===== config.mk =====
export PLATFORM = sky130hd
export DESIGN_NAME = dice_tally
export DESIGN_NICKNAME = d
export VERILOG_FILES = /design/src/rtl/dice_tally.sv
export SDC_FILE = /design/constraint.sdc
export NUM_CORES = 1
export LEC_CHECK = 0
export CAP_MARGIN = 40
export CORE_ASPECT_RATIO = 1.75
export CORE_MARGIN = 10
export CORE_UTILIZATION = 56
export CTS_BUF_LIST = sky130_fd_sc_hd__clkbuf_4 sky130_fd_sc_hd__clkbuf_8
export CTS_CLUSTER_DIAMETER = 60
export DETAILED_ROUTE_END_ITERATION = 16
export DONT_BUFFER_PORTS = 1
export PLACE_DENSITY = 0.8
export SYNTH_ARGS = -nofsm -noshare
export SYNTH_HDL_FRONTEND = slang
export SYNTH_SLANG_ARGS = --single-unit
export TNS_END_PERCENT = 20

===== constraint.sdc =====
create_clock -name clk -period 2.49 [get_ports clk]
set_clock_uncertainty 0.05 [all_clocks]
set_input_delay 0.498 -clock clk [delete_from_list [all_inputs] [get_ports clk]]
set_output_delay 0.498 -clock clk [all_outputs]
set_load 0.02 [all_outputs]

===== src/rtl/dice_tally.sv =====
// Dice roll tally: captures the settled throw after the button is released,
// keeps per-face, roll and sum counters, and flags illegal throws.
module dice_tally (
  input  logic        clk,
  input  logic        rst,
  input  logic        button,
  input  logic [2:0]  throw,
  input  logic [2:0]  sel,
  output logic [2:0]  result,
  output logic        result_valid,
  output logic        double,
  output logic [7:0]  face_count,
  output logic [7:0]  roll_count,
  output logic [10:0] total,
  output logic        err
);

  typedef enum logic [1:0] {
    IDLE,
    ROLLING,
    SETTLE,
    RESULT
  } state_t;

  state_t      state;
  logic [7:0]  cnt [6];
  logic        legal;
  logic [11:0] tsum;

  assign legal = (throw != 3'd0) && (throw != 3'd7);
  assign tsum  = {1'b0, total} + {9'd0, throw};

  always_ff @(posedge clk) begin
    if (rst) begin
      state        <= IDLE;
      result       <= 3'd0;
      result_valid <= 1'b0;
      double       <= 1'b0;
      roll_count   <= 8'd0;
      total        <= 11'd0;
      err          <= 1'b0;
      for (int i = 0; i < 6; i++) cnt[i] <= 8'd0;
    end else begin
      result_valid <= 1'b0;
      double       <= 1'b0;
      unique case (state)
        IDLE: begin
          if (button) state <= ROLLING;
        end
        ROLLING: begin
          if (!button) state <= SETTLE;
        end
        SETTLE: begin
          // button is ignored here; the throw is captured regardless
          if (legal) begin
            state        <= RESULT;
            result       <= throw;
            result_valid <= 1'b1;
            // result is 0 only before the first legal capture
            double       <= (throw == result);
            if (roll_count != 8'hff) roll_count <= roll_count + 8'd1;
            total <= tsum[11] ? 11'h7ff : tsum[10:0];
            for (int i = 0; i < 6; i++)
              if (throw == 3'(i + 1) && cnt[i] != 8'hff)
                cnt[i] <= cnt[i] + 8'd1;
          end else begin
            state <= IDLE;
            err   <= 1'b1;
          end
        end
        RESULT: begin
          state <= button ? ROLLING : IDLE;
        end
        default: state <= IDLE;
      endcase
    end
  end

  always_comb begin
    face_count = 8'd0;
    case (sel)
      3'd1:    face_count = cnt[0];
      3'd2:    face_count = cnt[1];
      3'd3:    face_count = cnt[2];
      3'd4:    face_count = cnt[3];
      3'd5:    face_count = cnt[4];
      3'd6:    face_count = cnt[5];
      default: face_count = 8'd0;
    endcase
  end

endmodule

# Yosys cells after proc, flatten, opt, wreduce, memory -nomap -nowiden
# Memories as Yosys holds them, arrays and structs flattened.
# Index checks and enable logic that the tools add are counted.
# Widths: inputs -> output; s select.
# totals
register_bits	27
mem_bits_rw	48
input_bits	9
out_inout_bits	33
word_cells	111
memories	1
# op_classes
n_addsub	8
eq_ne	26
n_mux	46
n_bitwise	8
reduce_logical	15
# mem_list
name	depth	width	read_ports	rd_clocked_by_memory_dff	wr	line_no	rtl
cnt	6	8	6	0	6	26	logic [7:0] cnt [6];
# ops
op	n
$add 8x1->8 const B	7
$ne 8x8->1 const B	7
$mux 8	6
$pmux 8 s6	1
$mux 1	34
$eq 3x3->1 const B	6
$add 11x3->12	1
$eq 3x2->1 const B	4
$mux 11	1
$pmux 2 s4	1
$logic_and 1x1->1	7
$eq 3x1->1 const B	2
$mux 2	3
$or 1x1->1	6
$reduce_and 2->1	3
$eq 2x2->1 const B	2
$ne 2x2->1 const B	2
$eq 3x3->1	1
$ne 3x3->1 const B	1
$reduce_and 3->1	1
$reduce_bool 3->1	1
$reduce_or 3->1	1
$eq 2x1->1 const B	1
$logic_not 2->1	1
other kinds (2)	3

# Logic depth before layout (Yosys ltp)
# logic_depth
word_depth	8
mapped_depth	7
mapped_depth_nobuf	6

# Least setup slack after synthesis
# OpenSTA, ideal clock, no wires.
# synth_path
path_type	input port to output port
from	in sel[2]
to	out face_count[0]
arrival_time_ps	1571
t_required_ps	1942
path_slack_ps	371
stages	5
path_buffers	1
path_cell_list	clkbuf_1 nor2b_1 a221oi_1 a21oi_1 a311o_1
# synth_via
elab_chain_cells	2
word_cells_on_any_way	7
classes_between	6 x eq/ne; 1 x mux
# synth_rtl
element	line_no	rtl
start: declaration	8	input logic [2:0] sel,
$eq 3x3->1, or another cell as far along	81	case (sel)
$pmux 8 s6 (*)	81	
end: declaration	12	output logic [7:0] face_count,
# Every way passes the cells marked *; elsewhere a longest branch is shown, timed or not.

==> run summary <==
Gr ovfl total - 0
Clock-pin slew on the worst setup and hold paths - 80 ps
Seq/Total Area, Yosys - 0.469
Synthesized instance count - 450
Number of synthesized flops with an enable pin - 48
Critical Path End - face_count[0]
Slew HR - 0.596
Critical Path Source Type - register
Reg-to-Reg Start - total[0]
Initial DRT Pass Iterations - 5
Period Utilization, post-route - 0.905
Hold Buf Count CTS - 0
Worst-path fanout max - 4
Family with the most delay on the worst path - compound AO/OA/AOI/OAI gates
Final ANT Viol Nets - 0
Area leader, netlist - edfxtp_1
# H-tree levels - 3
Final setup fails - 0
Status - finished, final reports clean
Non-filler cells in the finished layout - 541
Worst path depth - 4
Peak VDD IR - 0.000364 V
Post-layout nets - 470
Async set-reset flop share out of synthesis - 0
Area grow syn2layout - 5.98%
Cells after DPL - 525
Synth unique cells - 48
Critical register-to-register path endpoint - total[10]
First-pass GRT wire length - 16500 um
Largest net degree at the start of global routing - 32
Crit path time final - 2250 ps
Mapped Nets - 470
Worst Max-Slew Pin Slew - 600 ps
Die area - 11600 um^2
Routed WL per cell - 18.0 um
Worst-skew pair later-pin latency - 360 ps
Buf+Inv Stages, Crit Path - 1
Clock Tree Root - clkbuf_8
Synth top area cells - edfxtp_1 (34%), dfxtp_1 (13%), nor2_1 (7.1%)
Mapped Area - 4220 um^2
Antenna violations before repair - 0
PwrDens - 546 nW/um^2
Post-DP HPWL - 7220 um
Layout cells sized above 1 - 0.0835
Worst Slack Setup Final - 238 ps
Post-cts repair resize count - 0
Placer Congestion - 0.907
Post-synth top area share - 0.341
DRC - 0
Vias per cell - 6.18
Crit-path slowest cell - edfxtp_1
Top FF cell, synth - edfxtp_1
Critical path class - reg2out
Num Clock Sinks - 75
Gr usage total - 0.176
RSZ-0062 raised after global routing - no
R2R depth - 6
Chip width - 85.7 um
Core area - 7280 um^2
Filler Cells Inserted - 629
Max_cap viols - 0
Routed WL - 9730 um
Critical Path AT - 1700 ps
Yosys warns - 0
Die H - 135 um
Hold Fails Final Rpt - 0
Max stage delay on crit path - 420 ps
CP required - 1940 ps
CTS Buffer Depth - 2
Sequence of cells on the critical path - buf_4 -> a221oi_1 -> a21oi_1 -> a311o_1
Seq cells post-synth - 75
Antenna Diode Count - 0
Critical Path Sink Type - primary output
Hold crit path type - in2reg
R2R Setup Slk - 360 ps
PortBufs - 0
TritonCTS buffer count - 9
Dpl ws - 394 ps
Row Count - 41
Initial core utilization - 0.580
Vias in the first global route - 3373
Peak Freq - 444 MHz
Setup_tns - 0 ps
Initial drt markers - 272
I/O pin count - 42
Lkg Pwr - 1.52 nW
Fin. max-slew vios - 0
CTS tree - yes
Via Count - 3341
CP startpoint - cnt[3][0]
Postcts setup bufs - 0
Synth Area per Inst - 9.39 um^2
-- stage by stage --
step / instance area, um^2 / utilization / total power [mW] / hold slack, ps
floorplan: 4220 / - / 1.59 / 382
global placement: 4280 / 0.587 / 1.61 / 386
detailed placement: 4300 / 0.590 / 1.62 / 393
CTS: 4480 / 0.615 / 2.47 / 134
global route: 4480 / 0.615 / 2.56 / 132
finish: 4480 / 0.615 / 2.44 / 156
-- layout by cell type, fill, tap and decap left out, types with 10 or more instances in the layout --
cell type,n
a21oi_1,32
clkbuf_8,10
dfxtp_1,27
edfxtp_1,48
ha_1,10
inv_1,10
nand2_1,35
nand3_1,28
nor2_1,80
o21ai_0,11
or3_1,13
xnor2_1,27
xor2_1,13
-- power by group --
part / leakage [nW] / internal [mW] / switching [mW]
Combinational: 0.718 / 0.0790 / 0.110
Clock: 0.0843 / 0.386 / 0.463
Sequential: 0.714 / 1.36 / 0.0513
Total: 1.52 / 1.82 / 0.624
-- synth_stat cells, drive strengths merged, types with 10 or more instances --
cell / number
edfxtp: 48
nand2: 35
clkbuf: 15
xor2: 13
a21oi: 32
o21ai: 11
dfxtp: 27
inv: 10
or3: 14
xnor2: 27
ha: 10
nor2: 80
nand3: 29
-- worst min path at each step --
| stage | start | end | slack, ps | cells after the start |
|---|---|---|---|---|
| 2_1_floorplan | state[0] | state[1] | 380 | 2 |
| 3_3_place_gp | state[0] | state[1] | 390 | 2 |
| 3_5_place_dp | state[0] | state[1] | 390 | 2 |
| 4_1_cts | rst | result[2] | 130 | 1 |
| 5_1_grt | rst | result[2] | 130 | 1 |
| 6_report | rst | result[2] | 160 | 1 |
-- flip-flops by register name, indices dropped and copies added, names as in the netlist --
name	count
cnt	48
double	1
err	1
result	3
result_valid	1
roll_count	8
state	2
total	11
-- final cells by class --
type | count | area (um^2) | area share
clock buffers | 10 | 138 | 0.0307
clock inverters | 6 | 41.3 | 0.00922
inverters | 10 | 37.5 | 0.00838
multi-input cells | 343 | 2100 | 0.469
flip-flops and latches | 75 | 1980 | 0.443
well taps | 86 | 108 | 0.0240
repair buffers | 11 | 72.6 | 0.0162
-- per-layer routing --
layer / GRT usage / wire length [um]
met1: 0.183 / 3750
met2: 0.309 / 5060
met5: 0 / 0
met3: 0.0506 / 706
met4: 0.0873 / 213
-- cells by family after synthesis --
group,after synthesis,share of synthesized area
AOI/OAI and AO/OA,82,0.128
and+or+nand+nor,197,0.220
buffers and inverters,32,0.0341
adders and majority gates,11,0.0344
xor gates and xnor gates,40,0.0829
muxes,13,0.0320
DFF,75,0.469
No activity file was read; power rests on OpenSTA's default activity.
